<file path="config.mk">
export PLATFORM = sky130hd
export DESIGN_NAME = oh_cell_bist
export DESIGN_NICKNAME = d
export VERILOG_FILES = /design/src/rtl/oh_cell_bist.sv
export SDC_FILE = /design/constraint.sdc
export NUM_CORES = 1
export LEC_CHECK = 0
export ABC_CLOCK_PERIOD_IN_PS = 5700
export CAP_MARGIN = 20
export CORE_ASPECT_RATIO = 1.25
export CORE_MARGIN = 2
export CORE_UTILIZATION = 52
export DETAILED_ROUTE_END_ITERATION = 10
export PLACE_DENSITY_LB_ADDON = 0.15
export SETUP_SLACK_MARGIN = 0.4
export SKIP_LAST_GASP = 1
export SLEW_MARGIN = 20
export SYNTH_ARGS = -nofsm -noshare
export SYNTH_HDL_FRONTEND = slang
export SYNTH_SLANG_ARGS = --single-unit
</file>
<file path="constraint.sdc">
create_clock -name clk -period 5.7 [get_ports clk]
set_input_delay 0.855 -clock clk [delete_from_list [all_inputs] [get_ports clk]]
set_output_delay 0.855 -clock clk [all_outputs]
set_load 0.05 [all_outputs]
</file>
<file path="src/rtl/oh_cell_bist.sv">
// oh_cell_bist: built-in self-test sequencer for a 2-input logic cell.
// Sweeps {a,b} through 00,01,10,11 for PASSES sweeps. Each vector is held
// for SETTLE cycles and then compared against TRUTH[{a,b}]. Mismatches are
// counted (saturating) and flagged per vector.
// Optional macro OH_CELL_BIST_SYNC_EN: z goes through a two-flop synchronizer,
// and the hold time is stretched by two cycles to cover the synchronizer delay.
module oh_cell_bist #(
  parameter logic [3:0]  TRUTH  = 4'b0111,
  parameter int unsigned SETTLE = 2,
  parameter int unsigned PASSES = 1,
  parameter int unsigned EW     = 8
) (
  input  logic          clk,
  input  logic          nreset,
  input  logic          start,
  input  logic          abort,
  input  logic          z,
  output logic          a,
  output logic          b,
  output logic          busy,
  output logic          done,
  output logic          pass,
  output logic [EW-1:0] err_count,
  output logic [3:0]    fail_vec
);

  typedef enum logic [1:0] {IDLE, HOLD, CMP, FIN} state_t;

`ifdef OH_CELL_BIST_SYNC_EN
  localparam int unsigned HOLD_LEN = SETTLE + 2;

  logic z_s1;
  logic z_s2;
  logic z_cmp;

  // Two-flop synchronizer on the cell output.
  always_ff @(posedge clk or negedge nreset) begin
    if (!nreset) begin
      z_s1 <= 1'b0;
      z_s2 <= 1'b0;
    end else begin
      z_s1 <= z;
      z_s2 <= z_s1;
    end
  end

  assign z_cmp = z_s2;
`else
  localparam int unsigned HOLD_LEN = SETTLE;

  logic z_cmp;
  assign z_cmp = z;
`endif

  localparam logic [8:0] HOLD_LAST = 9'(HOLD_LEN - 1);
  localparam logic [7:0] PASS_LAST = 8'(PASSES - 1);

  state_t        state, state_n;
  logic [8:0]    hold_cnt, hold_n;
  logic [7:0]    pass_cnt, pass_cnt_n;
  logic [1:0]    vec, vec_n;
  logic [1:0]    ab_n;
  logic          busy_n, done_n, pass_n;
  logic [EW-1:0] err_n, err_upd;
  logic [3:0]    fv_n;

  // State, counters and all registered outputs.
  always_ff @(posedge clk or negedge nreset) begin
    if (!nreset) begin
      state     <= IDLE;
      hold_cnt  <= '0;
      pass_cnt  <= '0;
      vec       <= '0;
      a         <= 1'b0;
      b         <= 1'b0;
      busy      <= 1'b0;
      done      <= 1'b0;
      pass      <= 1'b0;
      err_count <= '0;
      fail_vec  <= '0;
    end else begin
      state     <= state_n;
      hold_cnt  <= hold_n;
      pass_cnt  <= pass_cnt_n;
      vec       <= vec_n;
      a         <= ab_n[1];
      b         <= ab_n[0];
      busy      <= busy_n;
      done      <= done_n;
      pass      <= pass_n;
      err_count <= err_n;
      fail_vec  <= fv_n;
    end
  end

  // Next-state and next-output logic; abort overrides any compare update.
  always_comb begin
    state_n    = state;
    hold_n     = hold_cnt;
    pass_cnt_n = pass_cnt;
    vec_n      = vec;
    ab_n       = {a, b};
    busy_n     = busy;
    done_n     = 1'b0;
    pass_n     = pass;
    err_n      = err_count;
    fv_n       = fail_vec;
    err_upd    = err_count;

    case (state)
      IDLE: begin
        if (start && !abort) begin
          state_n    = HOLD;
          hold_n     = '0;
          pass_cnt_n = '0;
          vec_n      = '0;
          ab_n       = '0;
          busy_n     = 1'b1;
          pass_n     = 1'b0;
          err_n      = '0;
          fv_n       = '0;
        end
      end

      HOLD: begin
        if (abort) begin
          state_n = IDLE;
          busy_n  = 1'b0;
          ab_n    = '0;
          pass_n  = 1'b0;
        end else if (hold_cnt == HOLD_LAST) begin
          state_n = CMP;
          hold_n  = '0;
        end else begin
          hold_n = hold_cnt + 9'd1;
        end
      end

      CMP: begin
        if (abort) begin
          state_n = IDLE;
          busy_n  = 1'b0;
          ab_n    = '0;
          pass_n  = 1'b0;
        end else begin
          if (z_cmp != TRUTH[vec]) begin
            fv_n[vec] = 1'b1;
            if (err_count != '1) err_upd = err_count + 1'b1;
          end
          err_n = err_upd;
          if (vec != 2'd3) begin
            state_n = HOLD;
            vec_n   = vec + 2'd1;
            ab_n    = vec + 2'd1;
          end else if (pass_cnt != PASS_LAST) begin
            state_n    = HOLD;
            vec_n      = '0;
            ab_n       = '0;
            pass_cnt_n = pass_cnt + 8'd1;
          end else begin
            // pass is decided from the count including this final compare.
            state_n = FIN;
            vec_n   = '0;
            ab_n    = '0;
            busy_n  = 1'b0;
            done_n  = 1'b1;
            pass_n  = (err_upd == '0);
          end
        end
      end

      FIN: begin
        state_n = IDLE;
      end

      default: begin
        state_n = IDLE;
      end
    endcase
  end

endmodule

</file>
==> metrics list <==
* Highest net fanout along the worst path: 13
- Via total after detailed routing: 1938
- The congestion estimate from routability-driven global placement came to 0.864.
- In the synthesized netlist, the number of instances is between 200 and 300.
* HP Class: flip-flop to flip-flop
* Iter 0 DRT Violations: 251
* Min Clock Period, post-route: around 2.6 ns
* Summed area of non-filler cells in the final layout: 0.00267 mm^2
- Cells with a size suffix above 1 make up 7.38% of the layout.
- Startpoint of the worst hold path: hold_cnt[8]
- The via count of the first global-routing pass was 1816.
- Once the clock tree was built, the setup fixing pass inserted 0 buffers.
- Die height: approximately 78 um
* Transition at the pin with the smallest max-transition slack: 0.861 ns
* Number of enable flip-flop cells after synthesis: 0
* DRC viols: 0
* Flop and latch count out of synthesis: 38
* Mean post-synth cell area: 9.10 um^2
* Required arrival time at the worst endpoint: between 4 and 5 ns
* CP Capture Type: output port
* Pin count of the biggest net entering global routing: 39
- Setup repair after global routing left no endpoint under its margin.
- The H-tree was split into 2 levels.
* WP buf/inv: 1
- Outcome: finished, final reports clean
* Count of antenna-violating nets left after detailed routing: 0
* # resized after CTS: 0
- Port Buffer Count: 21
- Tracing the worst setup path back leads to its startpoint at err_count[3].
* Worst relative slew slack: 42.6%
- 22 I/O pins were placed.
- Cell Chain, Critical Path: clkdlybuf4s50_1
* Hold-fix buffers at CTS: 0
* Vias per cell: 5.89
- TritonCTS built the clock tree.
- Net count after synthesis: 270
- At the later pin of the worst-skew pair, clock insertion delay measures 0.30 ns.
* Site Rows: 27
- The number of antenna violations at the first check in global routing was 0.
- RR Startpoint: vec[0]
- Clock-pin slew was measured on the worst setup and hold paths at 0.08 ns.
* Maximum vdd ir drop: around 190 uV
- The critical path is of the flip-flop to output port type.
- Dividing the detail-routed wire length by the instance count gives between 15 and 20 um.
* Fin. max-slew vios: 0
- The cell area that synthesis handed to floorplanning was 0.00229 mm^2.
- The core region is 0.00432 mm^2.
- Number of clock buffers inserted by TritonCTS: 5
- Lkg Pwr: roughly 1.1 nW
- CP Launch Type: flip-flop
* Fraction of registers with async set/reset: 100%
- After detailed routing, the total wire length is just under 5 mm.
- Drt first pass iters: 5
- Max-cap violations: 0
- Final count of hold timing violations: 0
- The root buffer cell chosen for the clock tree is sky130_fd_sc_hd__clkbuf_8.
- Net count of the finished layout: around 290
* Portion of the post-synthesis area used by sequential elements: 41.5%
- All-Layer GR Usage: 21.2%
- At the end of the flow the core is filled with cells to a little over 60%.
- CTS sink cnt: 38
- The placed instances occupy a cell area of 0.00252 mm^2.
- Worst clock skew on the final layout: 0.00904 ns
* Synth Flop Type: sky130_fd_sc_hd__dfrtp_1
- The first global-routing pass estimated 8.34 mm of wire.
- Die Footprint: 0.00496 mm^2
- Critical-path cell with the highest stage delay: sky130_fd_sc_hd__clkdlybuf4s50_1
- Total power density per cell area: 416 mW/mm^2
- Number of failing setup endpoints in the final timing report: 0
* Gr ovfl total: 0
- Of the available clock period, the critical path in the final layout requires between 40% and 50%.
- Delay of the slowest cell on the worst path: 0.89 ns
* Delay-heaviest family, CP: buffers and inverters
- The area growth from synthesis to layout is 16.5%.
* Effective utilization at floorplan: 53.0%
- During synthesis, Yosys emitted a total of 0 warnings.
- In this run the horizontal extent of the chip is 63.4 um.
* Sum of net half-perimeters after detailed placement: 3.44 mm
- Derived from the worst setup path, the maximum achievable clock frequency is 0.382 GHz.
* Count of cell types in the netlist: slightly below 50
* Arrival time at the worst endpoint: about 1.8 ns
- Antenna Diode Count: 0
* Maximum buffer depth of the clock tree: 2
- Total negative slack for setup checks: 0 ns
==> cell usage after synthesis (all sizes together), types with 3 or more instances <==
| cell | n | area (um^2) |
|---|---|---|
| o31ai | 4 | 30.0 |
| a31oi | 9 | 56.3 |
| and3 | 3 | 18.8 |
| nand3 | 9 | 45.0 |
| dfrtp | 38 | 951 |
| xnor2 | 8 | 77.6 |
| nor2 | 29 | 109 |
| o41ai | 5 | 62.6 |
| buf | 3 | 21.3 |
| nand4 | 5 | 31.3 |
| ha | 13 | 163 |
| inv | 13 | 48.8 |
| nor2b | 6 | 37.5 |
| a2111oi | 3 | 26.3 |
| o21ai | 22 | 114 |
| nand2 | 24 | 90.1 |
| nor3 | 3 | 15.0 |
| a22o | 3 | 26.3 |
| a211oi | 3 | 22.5 |
| a21oi | 9 | 48.8 |
| nand2b | 7 | 43.8 |
| clkbuf | 7 | 26.3 |
==> metal layers <==
| metal | vias to the layer above | GRT usage [%] | routed length, um |
|---|---|---|---|
| met5 | - | 0 | 0 |
| met4 | 0 | 8.04 | 68 |
| met3 | 5 | 4.73 | 216 |
| met2 | 63 | 34.4 | 2420 |
| met1 | 926 | 27.5 | 2240 |
| li1 | 944 | - | - |
==> cell families (layout without fill, tap and decap cells) <==
logic type / after synthesis / in the layout / share of synthesized area, %
buf+inv: 23 / 42 / 4.20
fa+ha+maj: 13 / 13 / 7.10
compound gates: 68 / 68 / 20.5
flops: 38 / 38 / 41.5
mux: 4 / 4 / 1.86
xor+xnor: 8 / 8 / 3.38
simple gates: 98 / 98 / 21.5
==> cell type report <==
type,count,area (um^2)
multi-input combinational,191,1250
clock inverter,2,60.1
tap,58,72.6
inverter,13,48.8
timing repair buffer,21,205
sequential,38,951
clock buffer,6,82.6
fill,373,1650
==> state kept, by name, summed over array words and instances (netlist names), 2 cells and up <==
name       count
state          2
fail_vec       4
pass_cnt       8
hold_cnt       9
vec            2
err_count      8
==> stage by stage <==
stage          hold slack [ns]  total power, mW  instances  worst slack (ns)
2_1_floorplan            0.439            0.696        252              3.54
5_1_grt                  0.501             1.18        329              2.95
6_report                 0.480             1.11        329              3.08
4_1_cts                  0.479             1.11        329              3.01
3_3_place_gp             0.452            0.821        321              2.86
3_5_place_dp             0.470            0.828        321              2.69
==> path summary, 6_finish.rpt <==
check	to	slack [ns]	depth (start not counted)
max reg2reg	pass	3.26	6
min	hold_cnt[8]	0.48	1
max in group asynchronous	vec[1]	4.49	1
min reg2reg	hold_cnt[8]	0.48	1
min in group asynchronous	err_count[3]	0.66	1
max	err_count[3]	3.08	1
==> power by group <==
group / total [mW] / leakage [nW] / internal (mW) / switching [mW]
Clock: 0.288 / 0.0714 / 0.187 / 0.102
Sequential: 0.373 / 0.520 / 0.319 / 0.0540
Combinational: 0.450 / 0.552 / 0.162 / 0.288
==> cells in the final DEF (no fill, tap or decap), types with 4 or more instances in the layout <==
cell                              instances
sky130_fd_sc_hd__nor2b_1                  6
sky130_fd_sc_hd__nand2_1                 24
sky130_fd_sc_hd__nor2_1                  29
sky130_fd_sc_hd__clkdlybuf4s50_1         20
sky130_fd_sc_hd__o31ai_1                  4
sky130_fd_sc_hd__nand2b_1                 7
sky130_fd_sc_hd__o41ai_1                  4
sky130_fd_sc_hd__inv_1                   13
sky130_fd_sc_hd__a21oi_1                  8
sky130_fd_sc_hd__dfrtp_1                 38
sky130_fd_sc_hd__nand4_1                  5
sky130_fd_sc_hd__ha_1                    13
sky130_fd_sc_hd__a31oi_1                  9
sky130_fd_sc_hd__clkbuf_8                 6
sky130_fd_sc_hd__o21ai_0                 21
sky130_fd_sc_hd__xnor2_1                  7
sky130_fd_sc_hd__nand3_1                  9
Note: power is estimated with default switching activity, not from simulation.
